**config.mk**
```make
export PLATFORM = sky130hd
export DESIGN_NAME = uart_rx
export DESIGN_NICKNAME = d
export VERILOG_FILES = /design/src/rtl/uart_rx.sv
export SDC_FILE = /design/constraint.sdc
export NUM_CORES = 1
export LEC_CHECK = 0
export ABC_AREA = 1
export BUFFER_PORTS_ARGS = -buffer_cell sky130_fd_sc_hd__buf_2
export CORE_MARGIN = 3
export CORE_UTILIZATION = 40
export CTS_CLUSTER_SIZE = 40
export DETAILED_ROUTE_END_ITERATION = 10
export MAX_ROUTING_LAYER = met4
export SETUP_SLACK_MARGIN = 0.2
export SYNTH_ARGS = -nofsm -noshare
export SYNTH_HDL_FRONTEND = slang
export SYNTH_SLANG_ARGS = --single-unit
```
**constraint.sdc**
```tcl
create_clock -name clk -period 4.2 [get_ports clk]
set_input_delay 0.42 -clock clk [delete_from_list [all_inputs] [get_ports clk]]
set_output_delay 0.42 -clock clk [all_outputs]
set_load 0.02 [all_outputs]
```
**src/rtl/uart_rx.sv**
```systemverilog
// 8N1 UART receiver: two-flop input synchronizer, mid-bit sampling FSM and a
// single-entry holding register presented on a valid/ready handshake.
module uart_rx #(
    parameter int CLKS_PER_BIT = 139,
    parameter int DATA_BITS    = 8
) (
    input  logic                 clk,
    input  logic                 rst,
    input  logic                 uart_rxd,
    output logic [DATA_BITS-1:0] rx_data,
    output logic                 rx_valid,
    input  logic                 rx_ready,
    output logic                 frame_err,
    output logic                 overrun
);
    localparam int CNT_W = $clog2(CLKS_PER_BIT);
    localparam int IDX_W = (DATA_BITS > 1) ? $clog2(DATA_BITS) : 1;
    localparam logic [CNT_W-1:0] HALF_LAST = CNT_W'(CLKS_PER_BIT / 2 - 1);
    localparam logic [CNT_W-1:0] BIT_LAST  = CNT_W'(CLKS_PER_BIT - 1);
    localparam logic [IDX_W-1:0] IDX_LAST  = IDX_W'(DATA_BITS - 1);

    typedef enum logic [2:0] {
        S_IDLE,
        S_START,
        S_DATA,
        S_STOP,
        S_BREAK
    } state_t;

    state_t                 state_reg, state_next;
    logic [CNT_W-1:0]       cnt_reg, cnt_next;
    logic [IDX_W-1:0]       idx_reg, idx_next;
    logic [DATA_BITS-1:0]   shift_reg;
    logic [DATA_BITS-1:0]   rx_data_reg, rx_data_next;
    logic                   rx_valid_reg, rx_valid_next;
    logic                   frame_err_reg, frame_err_next;
    logic                   overrun_reg, overrun_next;
    logic                   rxd_meta_reg, rxd_s_reg;
    logic                   data_sample;

    always_ff @(posedge clk) begin
        if (rst) begin
            rxd_meta_reg <= 1'b1;
            rxd_s_reg    <= 1'b1;
        end else begin
            rxd_meta_reg <= uart_rxd;
            rxd_s_reg    <= rxd_meta_reg;
        end
    end

    always_ff @(posedge clk) begin
        if (rst) begin
            state_reg     <= S_IDLE;
            cnt_reg       <= '0;
            idx_reg       <= '0;
            rx_data_reg   <= '0;
            rx_valid_reg  <= 1'b0;
            frame_err_reg <= 1'b0;
            overrun_reg   <= 1'b0;
        end else begin
            state_reg     <= state_next;
            cnt_reg       <= cnt_next;
            idx_reg       <= idx_next;
            rx_data_reg   <= rx_data_next;
            rx_valid_reg  <= rx_valid_next;
            frame_err_reg <= frame_err_next;
            overrun_reg   <= overrun_next;
        end
    end

    // Each shift bit loads only when the data sample targets its own index.
    genvar gi;
    generate
        for (gi = 0; gi < DATA_BITS; gi++) begin : g_shift
            always_ff @(posedge clk) begin
                if (rst) begin
                    shift_reg[gi] <= 1'b0;
                end else if (data_sample && (idx_reg == IDX_W'(gi))) begin
                    shift_reg[gi] <= rxd_s_reg;
                end
            end
        end
    endgenerate

    always_comb begin
        state_next     = state_reg;
        cnt_next       = cnt_reg + CNT_W'(1);
        idx_next       = idx_reg;
        data_sample    = 1'b0;
        rx_data_next   = rx_data_reg;
        rx_valid_next  = rx_valid_reg && !rx_ready;
        frame_err_next = 1'b0;
        overrun_next   = 1'b0;
        case (state_reg)
            S_IDLE: begin
                cnt_next = '0;
                if (!rxd_s_reg) state_next = S_START;
            end
            S_START: begin
                if (cnt_reg == HALF_LAST) begin
                    cnt_next   = '0;
                    idx_next   = '0;
                    state_next = rxd_s_reg ? S_IDLE : S_DATA;
                end
            end
            S_DATA: begin
                if (cnt_reg == BIT_LAST) begin
                    cnt_next    = '0;
                    data_sample = 1'b1;
                    if (idx_reg == IDX_LAST) state_next = S_STOP;
                    else                     idx_next   = idx_reg + IDX_W'(1);
                end
            end
            S_STOP: begin
                if (cnt_reg == BIT_LAST) begin
                    cnt_next = '0;
                    if (rxd_s_reg) begin
                        state_next = S_IDLE;
                        // A byte consumed this very cycle frees the slot for the new one.
                        if (!rx_valid_reg || rx_ready) begin
                            rx_data_next  = shift_reg;
                            rx_valid_next = 1'b1;
                        end else begin
                            overrun_next = 1'b1;
                        end
                    end else begin
                        frame_err_next = 1'b1;
                        state_next     = S_BREAK;
                    end
                end
            end
            S_BREAK: begin
                cnt_next = '0;
                if (rxd_s_reg) state_next = S_IDLE;
            end
            default: begin
                cnt_next   = '0;
                state_next = S_IDLE;
            end
        endcase
    end

    assign rx_data   = rx_data_reg;
    assign rx_valid  = rx_valid_reg;
    assign frame_err = frame_err_reg;
    assign overrun   = overrun_reg;
endmodule

```
==> flow_metrics.py <==
metrics = {
    "logic_synthesis": {
        "synthesis.nets": 249,
        "synth.avg_cell_area_um2": 7.24,
        "yosysWarnings": 0,
        "synth_seq_area_share_pct": 41.0,
        "synthCells": 236,
        "yosys.cell_types.count": 25,
        "synth-seq-cells": 35,
        "synth_area_um2": 1710,
    },
    "die": {
        "chipWidth_um": 71.3,
        "initial_core_util_pct": 42.1,
        "die-area_um2": 5090,
        "core_um2": 4060,
        "floorplan.rows": 23,
        "fp.dieH_um": 71.3,
        "ios": 15,
    },
    "detailed_routing": {
        "detail_route.wl_per_cell_um": 10.1,
        "drc": 0,
        "wl_mm": 3.07,
        "dr.pass1.iters": 4,
        "viasPerCell": 4.51,
        "num_vias": 1368,
        "ant_nets": 0,
        "drtIter0Drc": 85,
    },
    "final_layout": {
        "area_growth_pct": 12.5,
        "drive_above_1_share_pct": 14.6,
        "fin_cells": 303,
        "final_core_util_pct": 47.3,
        "nNetsFinal": 265,
        "fin_area_um2": 1920,
        "nFillCells": 409,
        "num_antenna_cells": 0,
    },
    "timing": {
        "fmax_mhz": 640,
        "report.final.slew_viol_count": 0,
        "hold_violations": 0,
        "rsz0062_at_grt": "no",
        "timing.setup.tns_ns": 0,
        "max-slew-margin-rel_pct": 72.2,
        "post-route-period-util_pct": 37.2,
        "finalCriticalPeriod_ns": 1.56,
        "finalWorstSetupSlack_ns": 2.64,
        "skew_ns": 0.00449,
        "setup_violations": 0,
        "worstMarginPinSlew_ns": 0.417,
        "holdWs_ns": 0.327,
    },
    "clock_tree": {
        "cts.htree.levels": 2,
        "cts_setup_buffers": 0,
        "cts_inserted_buffers": 5,
        "clk_pin_slew_ns": 0.07,
        "cts_sinks": 35,
        "cts_max_path_buffers": 2,
        "hold_buffers": 0,
        "cts_tree": "yes",
        "cts_resized": 0,
        "cts_root_buf": "clkbuf_8",
        "clock_latency_ns": 0.28,
    },
    "worst_setup_path": {
        "arrival_ns": 1.78,
        "critPathSlowestCell": "dfxtp_1",
        "cp_cell_sequence": "inv_1, ha_1, nand2_1, nor2_1, nand2_2, inv_2, o21ai_1, nand3b_2, nor2_1",
        "crit_path_start_kind": "flop",
        "slowest_delay_ns": 0.37,
        "cp-end-kind": "flop",
        "crit_required_ns": 4.42,
        "crit_path_max_fanout": 8,
        "critPathKind": "reg -> reg",
        "cpMostUsedCell": "nor2_1",
    },
    "power_and_ir_drop": {
        "fin_total_pwr_mw": 0.969,
        "ir_drop_uv": 272,
        "power_density_nw_per_um2": 504,
        "leakagePower_nw": 0.918,
    },
    "place": {
        "gp_congestion": 0.825,
        "dpl-instance-area_um2": 1800,
        "port_buffers": 14,
        "place_inst": 295,
        "preCtsSetupSlack_ns": 2.62,
        "dp_hpwl_mm": 2.19,
    },
    "global_routing": {
        "grt_first_pass_wirelength_mm": 5.30,
        "grt_overflow_total": 0,
        "grt_pass1_vias": 1227,
        "grt_antenna_before_repair": 0,
        "grtUsageTotal_pct": 13.7,
        "grt_max_degree": 17,
    },
    "status": {
        "outcome": "finished, final reports clean",
    },
    "job": {
        "drv_cap": 0,
    },
    "worst_hold_path": {
        "min_path_type": "in -> reg",
    },
}
critical path: cells and delay by family (launching register included):
| family | cells | cell delay, ns |
|---|---|---|
| and+or+nand+nor | 5 | 0.61 |
| DFF | 1 | 0.37 |
| adders and majority gates | 1 | 0.19 |
| buffers and inverters | 2 | 0.17 |
| AOI/OAI and AO/OA | 1 | 0.15 |
power breakdown:
part | total (mW) | internal [mW] | switching, mW
logic | 0.268 | 0.0918 | 0.176
registers | 0.395 | 0.358 | 0.0368
clock network | 0.306 | 0.192 | 0.114
total | 0.969 | 0.642 | 0.327
final timing paths:
path,from,endpoint,slack (ns),cells after the start
setup reg to reg,cnt_reg[0]$_SDFF_PP0_,cnt_reg[5]$_SDFF_PP0_,2.64,9
setup / recovery,cnt_reg[0]$_SDFF_PP0_,cnt_reg[5]$_SDFF_PP0_,2.64,9
hold / removal,uart_rxd,rxd_meta_reg$_SDFF_PP1_,0.33,2
hold reg to reg,rxd_meta_reg$_SDFF_PP1_,rxd_s_reg$_SDFF_PP1_,0.42,1
final cells by class:
type                            instances  area [um^2]  share of cell area (%)
Multi-Input combinational cell        165          853                    44.4
Sequential cell                        35          701                    36.5
Inverter                               31          116                    6.06
Clock buffer                            6         82.6                    4.30
Timing Repair Buffer                   14         70.1                    3.65
Tap cell                               50         62.6                    3.26
Clock inverter                          2         35.0                    1.82
cells by family after synthesis:
logic type | count (synthesis) | synth area share, %
buf+inv | 36 | 9.01
xor+xnor | 5 | 2.56
simple gates | 134 | 35.8
flops | 35 | 41.0
fa+ha+maj | 9 | 6.59
compound gates | 17 | 4.98
routing by layer:
layer / GRT usage (%) / share of wire, % / vias up
met1: 17.5 / 51 / 572
met3: 4.63 / 4.9 / 2
met5: - / 0 / -
met4: 6.26 / 0.78 / 0
met2: 19.4 / 43 / 27
li1: - / - / 767
synth_stat cells:
cell type / n / area, um^2
o21ai_0: 3 / 15.0
nand4_1: 7 / 43.8
o21ai_1: 1 / 5.00
clkbuf_1: 2 / 7.51
nor2_1: 43 / 161
nand3_4: 1 / 17.5
xnor2_1: 2 / 17.5
nor3_2: 2 / 20.0
nand3_1: 16 / 80.1
clkinv_1: 1 / 3.75
inv_1: 25 / 93.8
inv_2: 5 / 18.8
nand3b_2: 1 / 11.3
nand2_2: 2 / 12.5
dfxtp_1: 35 / 701
ha_1: 9 / 113
buf_4: 1 / 7.51
buf_6: 2 / 22.5
nor2_8: 1 / 20.0
nand2_1: 55 / 206
or2_2: 2 / 12.5
a21oi_1: 13 / 65.1
xor2_1: 3 / 26.3
nor2_4: 1 / 11.3
nor3_1: 3 / 15.0
layout by cell type, fill, tap and decap left out, types with 3 or more instances in the layout:
master    instances
nand4_1           7
xor2_1            3
nand3_1          16
ha_1              9
dfxtp_1          35
o21ai_0           3
buf_2            14
nor3_1            3
nand2_1          55
nor2_1           43
inv_1            25
clkbuf_8          6
inv_2             5
a21oi_1          13
(Power assumes the default switching activity.)
